[config.mk]
export PLATFORM = sky130hd
export DESIGN_NAME = vec_mul_seq_ctrl
export DESIGN_NICKNAME = d
export VERILOG_FILES = /design/src/rtl/vec_mul_pkg.sv /design/src/rtl/vec_mul_valid_pipe.sv /design/src/rtl/vec_mul_seq_ctrl.sv
export SDC_FILE = /design/constraint.sdc
export NUM_CORES = 1
export LEC_CHECK = 0
export BUFFER_PORTS_ARGS = -buffer_cell sky130_fd_sc_hd__buf_2
export CAP_MARGIN = 20
export CORE_MARGIN = 10
export CORE_UTILIZATION = 60
export CTS_CLUSTER_DIAMETER = 40
export DETAILED_ROUTE_END_ITERATION = 10
export PLACE_DENSITY = 0.87
export SYNTH_ARGS = -nofsm -noshare
export SYNTH_HDL_FRONTEND = slang
export SYNTH_SLANG_ARGS = --single-unit
[constraint.sdc]
create_clock -name clk -period 6.1 [get_ports clk]
set_clock_uncertainty 0.05 [all_clocks]
set_input_delay 0 -clock clk [delete_from_list [all_inputs] [get_ports clk]]
set_output_delay 0 -clock clk [all_outputs]
set_load 0.005 [all_outputs]
[src/rtl/vec_mul_pkg.sv]
// Shared definitions for the vector-multiplier sequencer: default widths
// and the job-engine state encoding.
package vec_mul_pkg;

    localparam int DEF_ADDRESSSIZE = 10;
    localparam int DEF_CNT_BW      = 8;

    // Job engine states, in the order a full job walks through them.
    typedef enum logic [2:0] {
        ST_IDLE   = 3'd0,
        ST_WPOP   = 3'd1,
        ST_WLAT   = 3'd2,
        ST_STREAM = 3'd3,
        ST_DRAIN  = 3'd4,
        ST_DONE   = 3'd5
    } seqState_e;

endpackage

[src/rtl/vec_mul_valid_pipe.sv]
// PIPE_LAT-deep valid shift register that mirrors the vec_mul pipeline.
// tap_o marks the cycle a result is ready to be written back; empty_o means
// nothing will be left in flight once the current cycle's shift completes.
module vec_mul_valid_pipe #(
    parameter int PIPE_LAT = 3
) (
    input  logic clk,
    input  logic rst,
    input  logic valid_i,
    output logic tap_o,
    output logic empty_o
);

    logic [PIPE_LAT-1:0] pipe_q;

    generate
        if (PIPE_LAT == 1) begin : g_single
            // Single stage: the valid bit simply follows the issue by one cycle.
            always_ff @(posedge clk or posedge rst) begin
                if (rst) begin
                    pipe_q <= '0;
                end else begin
                    pipe_q <= valid_i;
                end
            end

            assign empty_o = ~valid_i;
        end else begin : g_multi
            // Shift each issued valid bit one stage towards the tap per cycle.
            always_ff @(posedge clk or posedge rst) begin
                if (rst) begin
                    pipe_q <= '0;
                end else begin
                    pipe_q <= {pipe_q[PIPE_LAT-2:0], valid_i};
                end
            end

            // The tap stage leaves this cycle, so only the earlier stages and
            // the incoming bit decide whether anything remains in flight.
            assign empty_o = ~valid_i && (pipe_q[PIPE_LAT-2:0] == '0);
        end
    endgenerate

    assign tap_o = pipe_q[PIPE_LAT-1];

endmodule

[src/rtl/vec_mul_seq_ctrl.sv]
// Start/done job engine for the UB -> vec_mul -> results SRAM datapath.
// Optionally pops new weights, streams vec_count UB addresses and writes
// each result row back PIPE_LAT cycles after its address was issued.
module vec_mul_seq_ctrl
    import vec_mul_pkg::*;
#(
    parameter int ADDRESSSIZE = DEF_ADDRESSSIZE,
    parameter int CNT_BW      = DEF_CNT_BW,
    parameter int PIPE_LAT    = 3,
    parameter int WLOAD_LAT   = 1
) (
    input  logic                   clk,
    input  logic                   rst,
    input  logic                   start,
    input  logic                   load_weights,
    input  logic [CNT_BW-1:0]      vec_count,
    input  logic [ADDRESSSIZE-1:0] ub_base,
    input  logic [ADDRESSSIZE-1:0] res_base,
    input  logic                   fifo_empty,
    output logic                   busy,
    output logic                   done,
    output logic                   err_no_weights,
    output logic                   fifo_read_enable,
    output logic                   weight_reload,
    output logic [ADDRESSSIZE-1:0] ub_address,
    output logic                   res_write_enable,
    output logic [ADDRESSSIZE-1:0] res_address
);

    localparam int WL_BW = (WLOAD_LAT > 1) ? $clog2(WLOAD_LAT) : 1;
    localparam logic [WL_BW-1:0] WL_LAST = WL_BW'(WLOAD_LAT - 1);

    seqState_e               state_q, state_d;
    logic [CNT_BW-1:0]       vecCount_q;
    logic [ADDRESSSIZE-1:0]  ubBase_q;
    logic [ADDRESSSIZE-1:0]  resBase_q;
    logic [CNT_BW-1:0]       rdIdx_q;
    logic [CNT_BW-1:0]       wrIdx_q;
    logic [WL_BW-1:0]        wlatCnt_q;
    logic                    errPulse_q;
    logic                    pipeTap;
    logic                    pipeEmpty;
    logic                    acceptStart;

    // Jobs are only taken from IDLE; start at any other time is ignored.
    assign acceptStart = (state_q == ST_IDLE) && start;

    vec_mul_valid_pipe #(
        .PIPE_LAT (PIPE_LAT)
    ) u_validPipe (
        .clk     (clk),
        .rst     (rst),
        .valid_i (state_q == ST_STREAM),
        .tap_o   (pipeTap),
        .empty_o (pipeEmpty)
    );

    // State register.
    always_ff @(posedge clk or posedge rst) begin
        if (rst) begin
            state_q <= ST_IDLE;
        end else begin
            state_q <= state_d;
        end
    end

    // Job fields, read/write indices, weight-latency counter and error pulse.
    always_ff @(posedge clk or posedge rst) begin
        if (rst) begin
            vecCount_q <= '0;
            ubBase_q   <= '0;
            resBase_q  <= '0;
            rdIdx_q    <= '0;
            wrIdx_q    <= '0;
            wlatCnt_q  <= '0;
            errPulse_q <= 1'b0;
        end else begin
            errPulse_q <= acceptStart && load_weights && fifo_empty;
            if (acceptStart) begin
                vecCount_q <= vec_count;
                ubBase_q   <= ub_base;
                resBase_q  <= res_base;
                rdIdx_q    <= '0;
                wrIdx_q    <= '0;
                wlatCnt_q  <= '0;
            end else begin
                if (state_q == ST_STREAM) begin
                    rdIdx_q <= rdIdx_q + CNT_BW'(1);
                end
                if (pipeTap) begin
                    wrIdx_q <= wrIdx_q + CNT_BW'(1);
                end
                if (state_q == ST_WLAT) begin
                    wlatCnt_q <= wlatCnt_q + WL_BW'(1);
                end
            end
        end
    end

    // Next-state decode plus all control strobes and address generation.
    always_comb begin
        state_d          = state_q;
        busy             = 1'b0;
        done             = 1'b0;
        fifo_read_enable = 1'b0;
        weight_reload    = 1'b0;
        ub_address       = '0;
        res_write_enable = pipeTap;
        res_address      = '0;
        err_no_weights   = errPulse_q;

        if (pipeTap) begin
            res_address = resBase_q + ADDRESSSIZE'(wrIdx_q);
        end

        unique case (state_q)
            ST_IDLE: begin
                if (start) begin
                    if (load_weights) begin
                        if (!fifo_empty) begin
                            state_d = ST_WPOP;
                        end
                    end else if (vec_count == '0) begin
                        state_d = ST_DONE;
                    end else begin
                        state_d = ST_STREAM;
                    end
                end
            end
            ST_WPOP: begin
                busy             = 1'b1;
                fifo_read_enable = 1'b1;
                state_d          = ST_WLAT;
            end
            ST_WLAT: begin
                busy = 1'b1;
                if (wlatCnt_q == WL_LAST) begin
                    weight_reload = 1'b1;
                    state_d       = (vecCount_q == '0) ? ST_DONE : ST_STREAM;
                end
            end
            ST_STREAM: begin
                busy       = 1'b1;
                ub_address = ubBase_q + ADDRESSSIZE'(rdIdx_q);
                if (rdIdx_q == vecCount_q - CNT_BW'(1)) begin
                    state_d = ST_DRAIN;
                end
            end
            ST_DRAIN: begin
                busy = 1'b1;
                if (pipeEmpty) begin
                    state_d = ST_DONE;
                end
            end
            ST_DONE: begin
                done    = 1'b1;
                state_d = ST_IDLE;
            end
            default: begin
                state_d = ST_IDLE;
            end
        endcase
    end

endmodule
Word level (Yosys, flattened, before mapping)
Index checks and enable logic that the tools add are counted.
- flip-flop bits (word level): 52
- latch bits: 0
- memory bits (writable): 0
- memory bits (read-only): 0
- output and inout bits: 26
- logic and storage cells: 62
- memories kept: 0
- add/sub/neg operators: 6
- multipliers: 0
- divide/modulo/power cells: 0
- $lt $le $gt $ge: 0
- equality and inequality tests: 11
- shift operators: 0
- mux-type cells: 22
- bitwise logic cells: 1
- reduce and logical (&&, ||, !) cells: 13
- operator list (operator ; number):
    two-way mux 8 bit ; 4
    two-way mux 3 bit ; 8
    adder 10 x 8 -> 10 bit ; 2
    two-way mux 10 bit ; 2
    adder 8 x 1 -> 8 bit (second input constant) ; 2
    zero test 8 bit ; 2
    one-hot mux 3 bit (5 select lines) ; 1
    == test 8 bit ; 1
    inequality test 2 bit (second input constant) ; 4
    subtractor 8 x 1 -> 8 bit (second input constant) ; 1
    two-way mux 1 bit ; 7
    == test 3 x 2 -> 1 bit (second input constant) ; 2
    == test 3 bit (second input constant) ; 2
    nonzero test 2 bit ; 3
    AND reduction 5 bit ; 1
    logical AND 1 bit ; 4
    OR reduction 4 bit ; 1
    == test 3 x 1 -> 1 bit (second input constant) ; 1
    zero test 3 bit ; 1
    inequality test 3 bit (second input constant) ; 1
    zero test 2 bit ; 1
    adder 1 bit (second input constant) ; 1
    NOT 1 bit ; 1

Depth between registers and ports, before layout
- depth in word-level cells: 5
- depth in mapped cells: 8
- mapped depth without buffers: 8

Modules after synthesis
From an unflattened synthesis, not the netlist that was laid out.
- cells, all modules: 332
- area total of the unflattened synthesis: 3253.1 um2
- modules (own cells, without submodules) (module ; times used ; cells each ; area an instance (um2) ; seq. area each (um2)):
    vec_mul_seq_ctrl ; 1 ; 327 ; 3164.3 ; 1226.2
    vec_mul_valid_pipe ; 1 ; 5 ; 88.8 ; 75.1

Worst setup path before layout
Ideal clock, no wire load.
- kind: reg-to-reg
- from: register vecCount_q[3]
- to: register state_q[1]
- library setup time: 0.126 ns
- arrival time: 2.249 ns
- required time: 5.924 ns
- path slack: 3.675 ns
- cell stages (with the launch flop): 7
- path buffers: 0
- cell sequence: dfrtp_1 -> or3_1 -> or3b_1 -> a2111o_1 -> a211oi_2 -> a31oi_1 -> a221o_1
- cells in the longest elaborated chain, start to end: 4
- elaborated cells on any way between the ends: 8
- ends and longest elaborated chain (what ; RTL line ; source):
    from (decl) ; vec_mul_seq_ctrl.sv:34 ; logic [CNT_BW-1:0] vecCount_q;
    from (signal assigned) ; vec_mul_seq_ctrl.sv:80 ; vecCount_q <= vec_count;
    subtractor 8 x 1 -> 8 bit or zero test 8 bit (tied branches) ; vec_mul_seq_ctrl.sv:145, vec_mul_seq_ctrl.sv:139 ;
    == test 8 bit or two-way mux 3 bit (tied branches) ; vec_mul_seq_ctrl.sv:145, vec_mul_seq_ctrl.sv:139 ;
    inequality test 2 bit (no source line) or two-way mux 3 bit (tied branches) ; n/a ;
    AND reduction 5 bit (no source line) or one-hot mux 3 bit (5 select lines) (tied branches) ; n/a ;
    to (signal assigned) ; vec_mul_seq_ctrl.sv:63 ; state_q <= state_d;
    to (decl) ; vec_mul_seq_ctrl.sv:33 ; seqState_e state_q, state_d;
Parallel ways exist; a longest one is shown, timed or not. The select of a mux whose other input is x is not followed.
A chain may end at the register's enable or synchronous reset.

Worst setup path after layout
- from: register wrIdx_q[0]
- to: output res_address[8]
- cells in the longest elaborated chain, start to end: 2
- ends and longest elaborated chain (what ; RTL line ; source):
    from (decl) ; vec_mul_seq_ctrl.sv:38 ; logic [CNT_BW-1:0] wrIdx_q;
    from (signal assigned) ; vec_mul_seq_ctrl.sv:91 ; wrIdx_q <= wrIdx_q + CNT_BW'(1);
    adder 10 x 8 -> 10 bit ; vec_mul_seq_ctrl.sv:113 ; res_address = resBase_q + ADDRESSSIZE'(wrIdx_q);
    two-way mux 10 bit ; vec_mul_seq_ctrl.sv:112 ; if (pipeTap) begin
    to (decl) ; vec_mul_seq_ctrl.sv:27 ; output logic [ADDRESSSIZE-1:0] res_address
Every way passes these cells.

==> metrics.cfg <==
[run_status]
outcome = complete, no violations

[global_routing]
grt_remaining_overflow = 0
antenna_found_initial = 0
grt_pass1_vias = 2754
grt_usage_pct = 17.3
grt_pass1_wl_um = 12500
grt_max_degree = 53

[drt]
viasPerCell = 5.69
vias = 2737
routed_wl_um = 7520
ant_nets = 0
first_pass_iters = 4
drt-initial-drc-count = 100
wl_per_cell_um = 15.6
drc = 0

[clock_tree]
clk_path_buf_depth = 2
post_cts_buffers = 0
cts_made_buffers = 5
cts.sinks = 52
cts.clk_slew.worst_paths_ns = 0.09
cts_tree = yes
root_buffer = clkbuf_8
htree_levels = 2
clock_latency_ns = 0.31

[synthesis]
yosys-top-cells-count = dfrtp_1 (52), nor2_1 (27), mux2_2 (25), nand2_1 (21), ha_1 (19)
yosys.cell_count.top_type = dfrtp_1
yosysTopAreaCell = dfrtp_1
synth_area_leaders = dfrtp_1 (41%), mux2_2 (8.8%), ha_1 (7.4%)
synthCells = 324
synth_edf_count = 0
synthArstFlopShare_pct = 100
ys.flop_type = dfrtp_1
syn-cell-area_um2 = 3210
postSynthAreaPerCell_um2 = 9.91
postSynthNetCount = 378
synth_top_area_share_pct = 40.5
seq_area_frac_synth_pct = 40.5
ys_types = 50
synth_seq_cells = 52
yosysWarnings = 0

[layout]
diodes = 0
fin_area_um2 = 3970
nNetsFinal = 464
drive_gt1_share_pct = 23.6
area_growth_pct = 23.5
fill_cells = 388

[floorplanning]
core_area_um2 = 5140
start_util_pct = 62.5
die_w_um = 93.2
die_y_um = 93.2
dieArea_um2 = 8680
io_pins = 59
row_count = 26

[sta]
min_period_ns = 3.01
setup_viol = 0
hold_viol_final = 0
slew_viol_final = 0
rsz0062_at_grt = no
fin_ws_ns = 3.09
slew_headroom_pct = 35.5
post-route-period-util_pct = 49.4
worstMarginPinSlew_ns = 0.968
tns_ns = 0
max_freq_mhz = 332

[power_and_ir_drop]
finalPower_w = 0.00201
ir_drop_mv = 0.294
power_leakage_nw = 1.86
p_per_area_nw_per_um2 = 506

[setup_path]
worstPathArrival_ns = 2.96
reg2reg_slack_ns = 3.52
crit_path_end = res_address[8]
r2r_cells = 6
cp-start-kind = flop
worstPathCellList = ha_1 -> fa_1 -> a21o_1 -> a21oi_1 -> o21bai_1 -> a2111oi_0 -> nor3_1 -> nor3b_1 -> buf_2
crit_family = compound AO/OA/AOI/OAI gates
r2r-end = state_q[1]
crit_type = reg -> out
path_buf_inv = 1
r2r_start = vecCount_q[3]
max_stage_delay_ns = 0.59
endpoint_kind = output port
slowest_stage = a2111oi_0
required_ns = 6.05
worstPathMaxFanout = 5
crit_start = wrIdx_q[0]
critical_path_depth = 9

[place]
io_buffers = 58
dp_hpwl_um = 5360
gp_congestion = 0.846
placed_area_um2 = 3550
pre_cts_ws_ns = 3.48

[hold_path]
whs_path_depth = 3
hp-class = in -> reg

[run]
drv_cap = 0

-- worst min-delay path, stage by stage --
cell and delay, ns:
buf_2 0.09, o211ai_1 0.08, a21o_1 0.18
-- metal layers --
layer | global-route usage [%] | wire [um]
met5 | 0 | 0
met4 | 5.01 | 97
met2 | 31.1 | 3880
met1 | 19.6 | 3140
met3 | 4.80 | 407
-- sequential cells by signal (all words and copies together) (netlist names) --
register	flops
state_q	3
vecCount_q	8
ubBase_q	10
u_validPipe.pipe_q	3
wrIdx_q	8
err_no_weights	1
wlatCnt_q	1
rdIdx_q	8
resBase_q	10
-- report_power, final --
group	switching (W)	leakage, nW	internal, W	total [W]
Combinational	0.000550	1.18	0.000547	0.00110
Clock	0.000115	0.0414	0.0000818	0.000197
Sequential	0.000206	0.645	0.000507	0.000713
-- cell usage in the layout (no fill, tap or decap), types with 11 or more instances in the layout --
cell type      synthesis  routed
ha_1                  19      19
dfrtp_1               52      52
dlygate4sd3_1          0      31
a21oi_1               18      18
buf_2                  1      58
o21ai_0               15      15
nand2_1               21      21
xor2_1                15      15
nor2_1                27      27
xnor2_1               11      11
mux2_2                25      25
-- through the flow --
stage	utilization [%]	std cells	hold slack, ns
floorplan	-	324	0.0668
global placement	69.0	441	0.157
detailed placement	69.0	441	0.163
CTS	76.8	480	0.00629
global route	77.2	481	0.0257
finish	77.2	481	0.0110
-- kinds of logic after synthesis --
family	count (synthesis)	synth area share (%)
flops	52	40.5
fa+ha+maj	21	8.65
xor+xnor	26	7.09
compound gates	71	14.6
mux	30	10.3
simple gates	102	16.2
buf+inv	22	2.61
-- what timing repair did --
action / 4_1_cts / 5_1_grt
hold buffers: 31 / 0
gates resized for setup: 0 / 0
hold endpoints to repair: 81 / 0
-- worst min path at each step --
stage,slack [ns],start,to
after CTS,0.006,start,wlatCnt_q
after global routing,0.03,start,wlatCnt_q
after floorplan,0.07,res_base[8],resBase_q[8]
final,0.01,start,wlatCnt_q
after detailed placement,0.16,res_base[8],resBase_q[8]
after global placement,0.16,res_base[8],resBase_q[8]
-- area by class of cell --
| type | count | area (um^2) | share of cell area, % |
|---|---|---|---|
| multi-input cells | 250 | 1830 | 46.1 |
| flip-flops and latches | 52 | 1300 | 32.8 |
| repair buffers | 90 | 621 | 15.6 |
| well taps | 70 | 87.6 | 2.21 |
| clock buffers | 6 | 72.6 | 1.83 |
| inverters | 11 | 41.3 | 1.04 |
| clock inverters | 2 | 16.3 | 0.410 |
No activity file was read; power rests on OpenSTA's default activity.
